**src/rtl/impulse_pkg.sv**
```systemverilog
// impulse_pkg: definitions shared by the impulse MAC and the memory controller.
// Holds the impulse-word field layout, the MAC frame FSM encoding and the
// 16-bit output saturation helper.
package impulse_pkg;

    localparam int TOP_OFF_MSB = 15;
    localparam int TOP_OFF_LSB = 13;
    localparam int BOT_OFF_MSB = 12;
    localparam int BOT_OFF_LSB = 9;
    localparam int NEG_BIT     = 8;
    localparam int MULT_MSB    = 7;
    localparam int MULT_LSB    = 0;

    // signed 16-bit sample times zero-extended 8-bit multiplier
    localparam int PROD_W = 25;

    typedef enum logic [1:0] {
        ST_IDLE,
        ST_ACCUM,
        ST_DRAIN,
        ST_OUTPUT
    } mac_state_t;

    function automatic logic signed [15:0] sat16(input logic signed [63:0] v);
        if (v > 64'sd32767) begin
            return 16'sh7FFF;
        end else if (v < -64'sd32768) begin
            return 16'sh8000;
        end else begin
            return v[15:0];
        end
    endfunction

endpackage

```
**src/rtl/impulse_mac_if.sv**
```systemverilog
// impulse_mac_if: (impulse word, history sample) stream from the memory
// controller into the impulse MAC, valid/ready handshake.
interface impulse_mac_if;
    logic        tap_valid;
    logic        tap_ready;
    logic [15:0] impulse_word;
    logic [15:0] sample_word;

    modport master (
        output tap_valid,
        output impulse_word,
        output sample_word,
        input  tap_ready
    );

    modport slave (
        input  tap_valid,
        input  impulse_word,
        input  sample_word,
        output tap_ready
    );
endinterface

```
**src/rtl/impulse_mac_sat_accumulator.sv**
```systemverilog
// impulse_mac_sat_accumulator: second pipeline stage of the impulse MAC.
// Adds a signed product into the frame accumulator, pegging at the most
// positive / most negative value instead of wrapping.
module impulse_mac_sat_accumulator #(
    parameter int ACC_W  = 32,
    parameter int PROD_W = 25
) (
    input  logic                     clk,
    input  logic                     rst,
    input  logic                     clear,
    input  logic                     enable,
    input  logic signed [PROD_W-1:0] prod,
    output logic signed [ACC_W-1:0]  acc
);

    localparam logic [ACC_W-1:0] ACC_MAX = {1'b0, {(ACC_W-1){1'b1}}};
    localparam logic [ACC_W-1:0] ACC_MIN = {1'b1, {(ACC_W-1){1'b0}}};

    logic [ACC_W:0]   sum;
    logic [ACC_W-1:0] sum_sat;

    // One guard bit catches overflow; clamp toward the sign of the true sum
    always_comb begin
        sum     = {acc[ACC_W-1], acc} + {{(ACC_W+1-PROD_W){prod[PROD_W-1]}}, prod};
        sum_sat = sum[ACC_W-1:0];
        if (sum[ACC_W] != sum[ACC_W-1]) begin
            sum_sat = sum[ACC_W] ? ACC_MIN : ACC_MAX;
        end
    end

    // Accumulator register: clear at frame output wins over a new product
    always_ff @(posedge clk) begin
        if (rst) begin
            acc <= '0;
        end else if (clear) begin
            acc <= '0;
        end else if (enable) begin
            acc <= sum_sat;
        end
    end

endmodule

```
**src/rtl/impulse_mac.sv**
```systemverilog
// impulse_mac: convolution-reverb multiply-accumulate. Accumulates signed
// sample * impulse-coefficient products over one adc_clock frame and emits
// one saturated 16-bit wet sample per frame.
// Optional build macro IMPULSE_MAC_DRY_MIX_EN adds a dry_sample input that is
// mixed into the output sample.
module impulse_mac
    import impulse_pkg::*;
#(
    parameter int MAX_TAPS  = 500,
    parameter int OUT_SHIFT = 8,
    parameter int ACC_W     = 32
) (
    input  logic               clk,
    input  logic               rst,
    input  logic               adc_clock,
    impulse_mac_if.slave       tap,
`ifdef IMPULSE_MAC_DRY_MIX_EN
    input  logic signed [15:0] dry_sample,
`endif
    output logic signed [15:0] data_out,
    output logic               out_valid,
    output logic [10:0]        tap_count,
    output logic               tap_overflow
);

    localparam logic [10:0] TAP_LIMIT = 11'(MAX_TAPS);

    mac_state_t state, next_state;
    logic drain_second;
    logic adc_prev, frame_edge;
    logic tap_ready_c, accept, mult_en, out_load, clear_frame;
    logic overflow_sticky;
    logic [7:0] mult;
    logic signed [PROD_W-1:0] samp_ext, mult_ext, raw_prod, s1_prod;
    logic s1_valid;
    logic signed [ACC_W-1:0] acc, acc_shifted;
    logic signed [15:0] wet_sat, out_value;
    logic unused_offsets;

    assign frame_edge    = adc_clock & ~adc_prev;
    assign tap.tap_ready = tap_ready_c;
    assign accept        = tap.tap_valid & tap_ready_c;
    assign mult_en       = accept & (tap_count < TAP_LIMIT);

    assign mult     = tap.impulse_word[MULT_MSB:MULT_LSB];
    assign samp_ext = {{(PROD_W-16){tap.sample_word[15]}}, tap.sample_word};
    assign mult_ext = {{(PROD_W-8){1'b0}}, mult};
    assign raw_prod = samp_ext * mult_ext;

    // The offset fields steer the memory controller and carry no meaning here
    assign unused_offsets = ^tap.impulse_word[TOP_OFF_MSB:BOT_OFF_LSB];

    // State register, adc_clock history for edge detect, and DRAIN cycle marker
    always_ff @(posedge clk) begin
        if (rst) begin
            state        <= ST_IDLE;
            adc_prev     <= 1'b0;
            drain_second <= 1'b0;
        end else begin
            state        <= next_state;
            adc_prev     <= adc_clock;
            drain_second <= (state == ST_DRAIN) & ~drain_second;
        end
    end

    // Frame sequencing; edges outside ACCUM/IDLE are ignored by construction
    always_comb begin
        next_state  = state;
        tap_ready_c = 1'b0;
        out_load    = 1'b0;
        clear_frame = 1'b0;
        case (state)
            ST_IDLE: begin
                if (frame_edge) next_state = ST_ACCUM;
            end
            ST_ACCUM: begin
                tap_ready_c = ~frame_edge;
                if (frame_edge) next_state = ST_DRAIN;
            end
            ST_DRAIN: begin
                if (drain_second) begin
                    out_load   = 1'b1;
                    next_state = ST_OUTPUT;
                end
            end
            ST_OUTPUT: begin
                clear_frame = 1'b1;
                next_state  = ST_ACCUM;
            end
            default: next_state = ST_IDLE;
        endcase
    end

    // Stage 1: register the signed product of an accepted in-limit tap
    always_ff @(posedge clk) begin
        if (rst) begin
            s1_valid <= 1'b0;
            s1_prod  <= '0;
        end else begin
            s1_valid <= mult_en;
            if (mult_en) begin
                s1_prod <= tap.impulse_word[NEG_BIT] ? -raw_prod : raw_prod;
            end
        end
    end

    // Tap counting; taps past the limit are swallowed and flagged
    always_ff @(posedge clk) begin
        if (rst) begin
            tap_count       <= '0;
            overflow_sticky <= 1'b0;
        end else if (clear_frame) begin
            tap_count       <= '0;
            overflow_sticky <= 1'b0;
        end else if (accept) begin
            if (tap_count < TAP_LIMIT) begin
                tap_count <= tap_count + 11'd1;
            end else begin
                overflow_sticky <= 1'b1;
            end
        end
    end

    impulse_mac_sat_accumulator #(
        .ACC_W (ACC_W),
        .PROD_W(PROD_W)
    ) u_acc (
        .clk   (clk),
        .rst   (rst),
        .clear (clear_frame),
        .enable(s1_valid),
        .prod  (s1_prod),
        .acc   (acc)
    );

    assign acc_shifted = acc >>> OUT_SHIFT;
    assign wet_sat     = sat16(64'(acc_shifted));

`ifdef IMPULSE_MAC_DRY_MIX_EN
    logic signed [15:0] dry_hold;
    logic signed [17:0] mix_sum;

    // Capture the dry sample at the edge that closes the frame being accumulated
    always_ff @(posedge clk) begin
        if (rst) begin
            dry_hold <= '0;
        end else if ((state == ST_ACCUM) && frame_edge) begin
            dry_hold <= dry_sample;
        end
    end

    assign mix_sum   = {{2{wet_sat[15]}}, wet_sat} + {{2{dry_hold[15]}}, dry_hold};
    assign out_value = sat16(64'(mix_sum));
`else
    assign out_value = wet_sat;
`endif

    // Output registers load on the last DRAIN cycle so they are valid in OUTPUT
    always_ff @(posedge clk) begin
        if (rst) begin
            data_out     <= '0;
            out_valid    <= 1'b0;
            tap_overflow <= 1'b0;
        end else begin
            out_valid    <= out_load;
            tap_overflow <= out_load & overflow_sticky;
            if (out_load) begin
                data_out <= out_value;
            end
        end
    end

endmodule

```
**src/flat_wrapper.sv**
```systemverilog
// flat-port wrapper written by rule: the top's interface ports become plain ports
module impulse_mac_flat import impulse_pkg::*;
#(
    parameter int MAX_TAPS  = 500,
    parameter int OUT_SHIFT = 8,
    parameter int ACC_W     = 32
)
  (clk, rst, adc_clock, data_out, out_valid, tap_count, tap_overflow, tap_tap_valid, tap_impulse_word, tap_sample_word, tap_tap_ready);
  impulse_mac_if tap_i ();
  input  logic clk;
  input  logic rst;
  input  logic adc_clock;
  output logic signed [15:0] data_out;
  output logic out_valid;
  output logic [10:0] tap_count;
  output logic tap_overflow;
  input wire logic [$bits(tap_i.tap_valid)-1:0] tap_tap_valid;
  input wire logic [$bits(tap_i.impulse_word)-1:0] tap_impulse_word;
  input wire logic [$bits(tap_i.sample_word)-1:0] tap_sample_word;
  output wire logic [$bits(tap_i.tap_ready)-1:0] tap_tap_ready;
  assign tap_i.tap_valid = tap_tap_valid;
  assign tap_i.impulse_word = tap_impulse_word;
  assign tap_i.sample_word = tap_sample_word;
  assign tap_tap_ready = tap_i.tap_ready;
  impulse_mac #(.MAX_TAPS(MAX_TAPS), .OUT_SHIFT(OUT_SHIFT), .ACC_W(ACC_W)) u_core (.clk(clk), .rst(rst), .adc_clock(adc_clock), .tap(tap_i), .data_out(data_out), .out_valid(out_valid), .tap_count(tap_count), .tap_overflow(tap_overflow));
endmodule
```
**config.mk**
```make
export PLATFORM = sky130hd
export DESIGN_NAME = impulse_mac_flat
export DESIGN_NICKNAME = d
export VERILOG_FILES = /design/src/rtl/impulse_pkg.sv /design/src/rtl/impulse_mac_if.sv /design/src/rtl/impulse_mac_sat_accumulator.sv /design/src/rtl/impulse_mac.sv /design/src/flat_wrapper.sv
export SDC_FILE = /design/constraint.sdc
export NUM_CORES = 1
export LEC_CHECK = 0
export CORE_MARGIN = 3
export CORE_UTILIZATION = 40
export DETAILED_ROUTE_END_ITERATION = 10
export HOLD_SLACK_MARGIN = 0.08
export PLACE_DENSITY_LB_ADDON = 0.15
export SYNTH_ARGS = -nofsm -noshare
export SYNTH_HDL_FRONTEND = slang
export SYNTH_SLANG_ARGS = --single-unit
export TNS_END_PERCENT = 1
```
**constraint.sdc**
```tcl
create_clock -name clk -period 20.9 [get_ports clk]
set_input_delay 4.18 -clock clk [delete_from_list [all_inputs] [get_ports clk]]
set_output_delay 4.18 -clock clk [all_outputs]
set_load 0.01 [all_outputs]
```
==> flow_summary_export.csv, run 1 <==
group,metric,value,unit
outcome,status,"finished, final reports clean",
final_layout,drive_gt1_share,2.85,%
place,dp_hpwl,19100,um
global_routing,antenna_found_initial,0,
timing,clock_skew,16.3,ps
worst_setup_path,cp-start-kind,"input pin",
hold_path,hold_path.class,"flip-flop to flip-flop",
power,swShare,49.6,%
cts,cts_tree,"built",
timing,fin_crit,10440,ps
timing,whs,459,ps
final_layout,antenna_cells,0,
logic_synthesis,ys_async_sr_fraction,0,%
floorplan,die_area,28200,um2
route,viasPerCell,5.19,
cts,clkTransAtPathRegs,70,ps
worst_setup_path,cpLargestDelayFamily,"adder cells",
timing,slew_viol_final,0,
power,p_switching,678,uW
final_layout,final_cell_mix,"185 x inv_1, 134 x nand2_1, 123 x a21oi_1",
power,clockPowerShare,12.6,%
global_routing,grt_pass1_vias,8720,
cts,clock_sinks,92,
route,drt_iter0_markers,395,
logic_synthesis,yosys_warnings,0,
place,port_buffers,58,
route,firstDrtPassIters,4,
timing,tightestPinTransition,1170,ps
logic_synthesis,ys.flop_type,"dfxtp_1",
power,p_seq_share,15.8,%
place,place_congestion,0.859,
cts,cts_hold_buf,0,
timing,hold_viol,0,
timing,period_share,49.9,%
route,ant_nets,0,
worst_setup_path,max_stage_delay,960,ps
run,max_cap_violations,0,
logic_synthesis,syn-cell-area,10500,um2
floorplan,rows,58,
timing,max-slew-margin-rel,21.8,%
logic_synthesis,post_synth_num_cell_types,64,
timing,setup_viol,0,
worst_setup_path,cp.required,21160,ps
worst_setup_path,cp_max_fo,18,
logic_synthesis,synth.avg_cell_area,8.06,um2
floorplan,coreArea,25500,um2
route,wire_per_inst,14.6,um
cts,clk-insertion-delay-late,360,ps
route,via_count,8636,
cts,htree_levels,3,
power,leakage,5.21,nW
logic_synthesis,synth_seq_area_share,17.5,%
power,power_density,117,nW/um2
worst_setup_path,critPathSlowestCell,"clkdlybuf4s50_1",
floorplan,io_pins,66,
power,p_comb_share,71.6,%
final_layout,area_growth,11.3,%
global_routing,grt_usage,17.9,%
cts,clockRootBuffer,"clkbuf_16",
timing,max_freq,95.8,MHz
cts,cts_resized,0,
global_routing,grt_overflow,0,
floorplan,die_y,168,um
logic_synthesis,syn_inst,1303,
final_layout,nets,1558,
power,ir_worst_vdd,0.0502,mV
logic_synthesis,synth_edf_count,0,
floorplan,chipWidth,168,um
worst_setup_path,end_kind,"flip-flop",
place,placedCellCount,1649,
cts,clockBufferDepth,2,
logic_synthesis,syn_nets,1531,
floorplan,initial_core_util,41.2,%
timing,rsz0062_at_grt,"no",
route,wirelength,24300,um
worst_setup_path,cp_num_buf_inv,4,
power,p_int,688,uW
worst_setup_path,crit_type,"input pin to flip-flop",
worst_setup_path,arrival,10700,ps
cts,cts_setup_buffers,0,
cts,cts_buffers,9,
route,drc,0,
timing,fin_tns_setup,0,ps
worst_setup_path,crit_chain,"clkdlybuf4s50_1, nand2_1, fa_1, inv_1, fa_1, fa_1, inv_1, fa_1, inv_1, ha_1, nor2b_1, a221o_1, nor3b_1, o211ai_1, nor4b_2, nand3_1, or4_1, o31ai_1, xor2_1, a211oi_1",
final_layout,layout_commonest_cell,"inv_1",
global_routing,grt_pass1_wl,42500,um
power,finalPower,1.37,mW
final_layout,finalNonFillerCells,1665,
logic_synthesis,synth_seq_cells,92,
worst_setup_path,cp_common_cell,"fa_1",
global_routing,grt_max_degree,49,
## synth_stat cells (all sizes together), types with 6 or more instances
library cell    n  share of area (%)
a211oi         30                2.1
a21o           24                1.7
a21oi         124                5.9
and2           68                4.1
clkbuf         42                1.5
dfxtp          92                 18
fa            103                 20
ha             89                 11
inv           185                6.6
maj3           15                1.4
nand2         134                4.8
nand2b          7               0.42
nand3          24                1.1
nand4           7               0.42
nor2           66                2.4
nor2b           8               0.48
nor3            6               0.29
o211ai          9               0.69
o21a            9               0.64
o21ai         101                4.8
o21bai          9               0.64
o31ai           8               0.57
xnor2          48                4.0
xor2           24                2.0
## kinds of logic after synthesis
kind of cell	after synthesis	synth area share [%]
AO/OA/AOI/OAI	354	20.6
XOR/XNOR	72	6.01
adder cells (fa/ha/maj)	207	31.7
buffers and inverters	233	8.34
flip-flops	92	17.5
multiplexers	1	0.0954
AND/OR/NAND/NOR	344	15.7
## flip-flops by register name, indices dropped and copies added, names as in the netlist
register,flops
u_core.drain_second,1
u_core.out_valid,1
u_core.u_acc.acc,32
u_core.overflow_sticky,1
u_core.state,2
u_core.adc_prev,1
u_core.s1_prod,25
u_core.tap_overflow,1
u_core.data_out,16
u_core.s1_valid,1
u_core.tap_count,11
## worst paths after layout
path,startpoint,endpoint,slack [ps],cells past startpoint
setup / recovery,tap_impulse_word[0],u_core.s1_prod[23]$_SDFFE_PP0P_,10460,20
hold / removal,u_core.data_out[6]$_SDFFE_PP0P_,u_core.data_out[6]$_SDFFE_PP0P_,460,2
setup reg to reg,u_core.u_acc.acc[0]$_SDFFE_PP0P_,u_core.u_acc.acc[14]$_SDFFE_PP0P_,16750,13
hold reg to reg,u_core.data_out[6]$_SDFFE_PP0P_,u_core.data_out[6]$_SDFFE_PP0P_,460,2
## worst reg2reg max path, cell delays in order (launching register included)
cell       delay, ps
dfxtp_1          310
ha_1             230
inv_1             80
fa_1             210
nor2b_1           80
o31a_1           280
a21oi_1          180
o21ai_1          230
a2111oi_0        840
o21bai_1         310
a31oi_1          310
a21o_1           600
maj3_1           290
a21oi_1           70
## metrics by stage
stage / worst slack [ps] / area (um2) / util [%]
final: 10460 / 11700 / 45.9
after global routing: 10030 / 11700 / 45.9
after CTS: 10460 / 11700 / 45.9
after detailed placement: 10110 / 11400 / 44.6
after global placement: 10140 / 11400 / 44.6
after floorplan: 11080 / 10500 / -
## final cells by class
cell class	count	area [um2]
clock buffers	9	225
repair buffers	63	613
flip-flops and latches	92	1840
fillers	2576	13800
well taps	330	413
clock inverters	7	91.3
inverters	186	698
multi-input cells	978	7810
## power by group through the flow
stage | Combinational [mW] | Sequential, mW | Clock (mW)
2_1_floorplan | 0.789 | 0.212 | 0
3_3_place_gp | 0.970 | 0.220 | 0
3_5_place_dp | 0.978 | 0.220 | 0
4_1_cts | 0.984 | 0.216 | 0.177
5_1_grt | 1.13 | 0.219 | 0.185
6_report | 0.978 | 0.216 | 0.172
## layer usage
metal	GRT usage, %	part of all wire (%)	vias to the layer above
met1	24.6	50	4092
met3	1.67	2.1	27
met2	30.3	46	89
met5	0	0	-
li1	-	-	4428
met4	4.55	1.7	0
No activity file was read; power rests on OpenSTA's default activity.
==> inputs of run 2 (changes only) <==
==> constraint.sdc (replaced) <==
create_clock -name clk -period 9 [get_ports clk]
set_input_delay 1.8 -clock clk [delete_from_list [all_inputs] [get_ports clk]]
set_output_delay 1.8 -clock clk [all_outputs]
set_load 0.01 [all_outputs]
==> flow_summary_export.csv, run 2 (synthesis results as in run 1) <==
group,metric,value,unit
global_routing,grt_pass1_wl,41600,um
route,drt_iter0_markers,328,
worst_setup_path,cp.required,9260,ps
timing,max-slew-margin-rel,20.2,%
route,ant_nets,0,
worst_setup_path,end_kind,"flip-flop",
route,drc,0,
cts,cts_tree,"built",
timing,slew_viol_final,0,
final_layout,nets,1558,
cts,htree_levels,3,
route,wl_met1,11900,um
global_routing,grt_max_degree,49,
final_layout,fillers,2567,
floorplan,die_area,28200,um2
floorplan,io_pins,66,
timing,fin_ws,936,ps
cts,clockRootBuffer,"clkbuf_16",
final_layout,layout_commonest_cell,"inv_1",
timing,fin_crit,8060,ps
timing,setup_viol,0,
route,wirelength,24200,um
place,port_buffers,58,
worst_setup_path,critPathSlowestCell,"clkdlybuf4s50_1",
floorplan,die_y,168,um
hold_path,hold_path.class,"flip-flop to flip-flop",
route,via_count,8665,
global_routing,grt_usage,17.4,%
floorplan,initial_core_util,41.2,%
timing,hold_viol,0,
floorplan,coreArea,25500,um2
power,power_density,268,nW/um2
worst_setup_path,cpLargestDelayFamily,"adder cells",
cts,cts_buffers,9,
global_routing,grt_overflow,0,
cts,cts_hold_buf,0,
timing,clock_skew,13.4,ps
cts,clk-insertion-delay-late,350,ps
global_routing,antenna_found_initial,0,
route,dr_wl_met3,534,um
route,routed.top_layer,"met4",
route,wire_per_inst,14.5,um
power,ir_worst_vdd,0.111,mV
final_layout,largest_register,"u_core.u_acc.acc",
cts,cts_resized,0,
cts,clockBufferDepth,2,
worst_setup_path,crit_type,"input pin to flip-flop",
place,place_congestion,0.863,
cts,clkTransAtPathRegs,70,ps
worst_setup_path,crit_chain,"clkdlybuf4s50_1, nand2_1, fa_1, inv_1, fa_1, fa_1, inv_1, fa_1, inv_1, ha_1, inv_1, a221o_1, nor3b_1, o211ai_1, nor4b_2, nand3_1, or4_1, o31ai_1, xor2_1, a211oi_1",
final_layout,antenna_cells,0,
route,dr_wl_met2,11400,um
worst_setup_path,arrival,8320,ps
cts,clock_sinks,92,
worst_setup_path,max_stage_delay,920,ps
route,viasPerCell,5.20,
timing,fin_tns_setup,0,ps
final_layout,drive_gt1_share,2.85,%
route,firstDrtPassIters,4,
floorplan,chipWidth,168,um
final_layout,final_cell_mix,"185 x inv_1, 134 x nand2_1, 123 x a21oi_1",
final_layout,area_growth,11.1,%
floorplan,rows,58,
timing,max_freq,124,MHz
final_layout,largest_reg_flops,32,
run,max_cap_violations,0,
place,dp_hpwl,19100,um
worst_setup_path,cp_max_fo,16,
worst_setup_path,cp-start-kind,"input pin",
worst_setup_path,cp_num_buf_inv,5,
outcome,status,"finished, final reports clean",
place,pre_cts_ws,552,ps
cts,cts_setup_buffers,0,
timing,tightestPinTransition,1200,ps
global_routing,grt_pass1_vias,8548,
timing,period_share,89.6,%
power,leakage,5.20,nW
final_layout,reg.largest.list,"u_core.u_acc.acc: 32 flops, u_core.s1_prod: 25 flops, u_core.data_out: 16 flops",
timing,rsz0062_at_grt,"no",
## run 2: worst paths after layout
check / startpoint / endpoint / slack [ps] / depth (start not counted)
setup / recovery: tap_impulse_word[1] / u_core.s1_prod[23]$_SDFFE_PP0P_ / 940 / 20
hold / removal: u_core.data_out[1]$_SDFFE_PP0P_ / u_core.data_out[1]$_SDFFE_PP0P_ / 450 / 2
setup reg to reg: u_core.s1_prod[0]$_SDFFE_PP0P_ / u_core.u_acc.acc[15]$_SDFFE_PP0P_ / 4930 / 13
hold reg to reg: u_core.data_out[1]$_SDFFE_PP0P_ / u_core.data_out[1]$_SDFFE_PP0P_ / 450 / 2
## run 2: layout make-up
cell class              count  area, um2  share of cell area (%)
clock buffers               9        225                    1.93
clock inverters             7       67.6                   0.579
inverters                 186        698                    5.99
multi-input cells         978       7810                    66.9
flip-flops and latches     92       1840                    15.8
well taps                 330        413                    3.54
repair buffers             63        613                    5.26
## run 2: metal layers
| layer | track usage (%) | up-vias |
|---|---|---|
| li1 | - | 4422 |
| met1 | 23.6 | 4133 |
| met2 | 29.9 | 89 |
| met3 | 1.74 | 21 |
| met4 | 4.52 | 0 |
| met5 | 0 | - |
## run 2: power breakdown
group	switching [mW]	internal (mW)	total, mW
clock network	0.175	0.194	0.369
registers	0.0459	0.456	0.501
logic	1.34	0.920	2.26
total	1.56	1.57	3.13
## run 2: metrics by stage
stage	cell area (um2)	hold slack (ps)	power (mW)	utilization, %	instances
after global placement	11400	443	2.76	44.6	1649
final	11700	453	3.13	45.8	1665
after detailed placement	11400	446	2.78	44.6	1649
after global routing	11700	483	3.50	45.8	1665
after floorplan	10500	428	2.32	-	1303
after CTS	11700	458	3.16	45.8	1665
## run 2: worst min-delay path, stage by stage, from the launching register on
cell and delay, ps:
dfxtp_1 310, nand2_1 50, a21oi_1 50
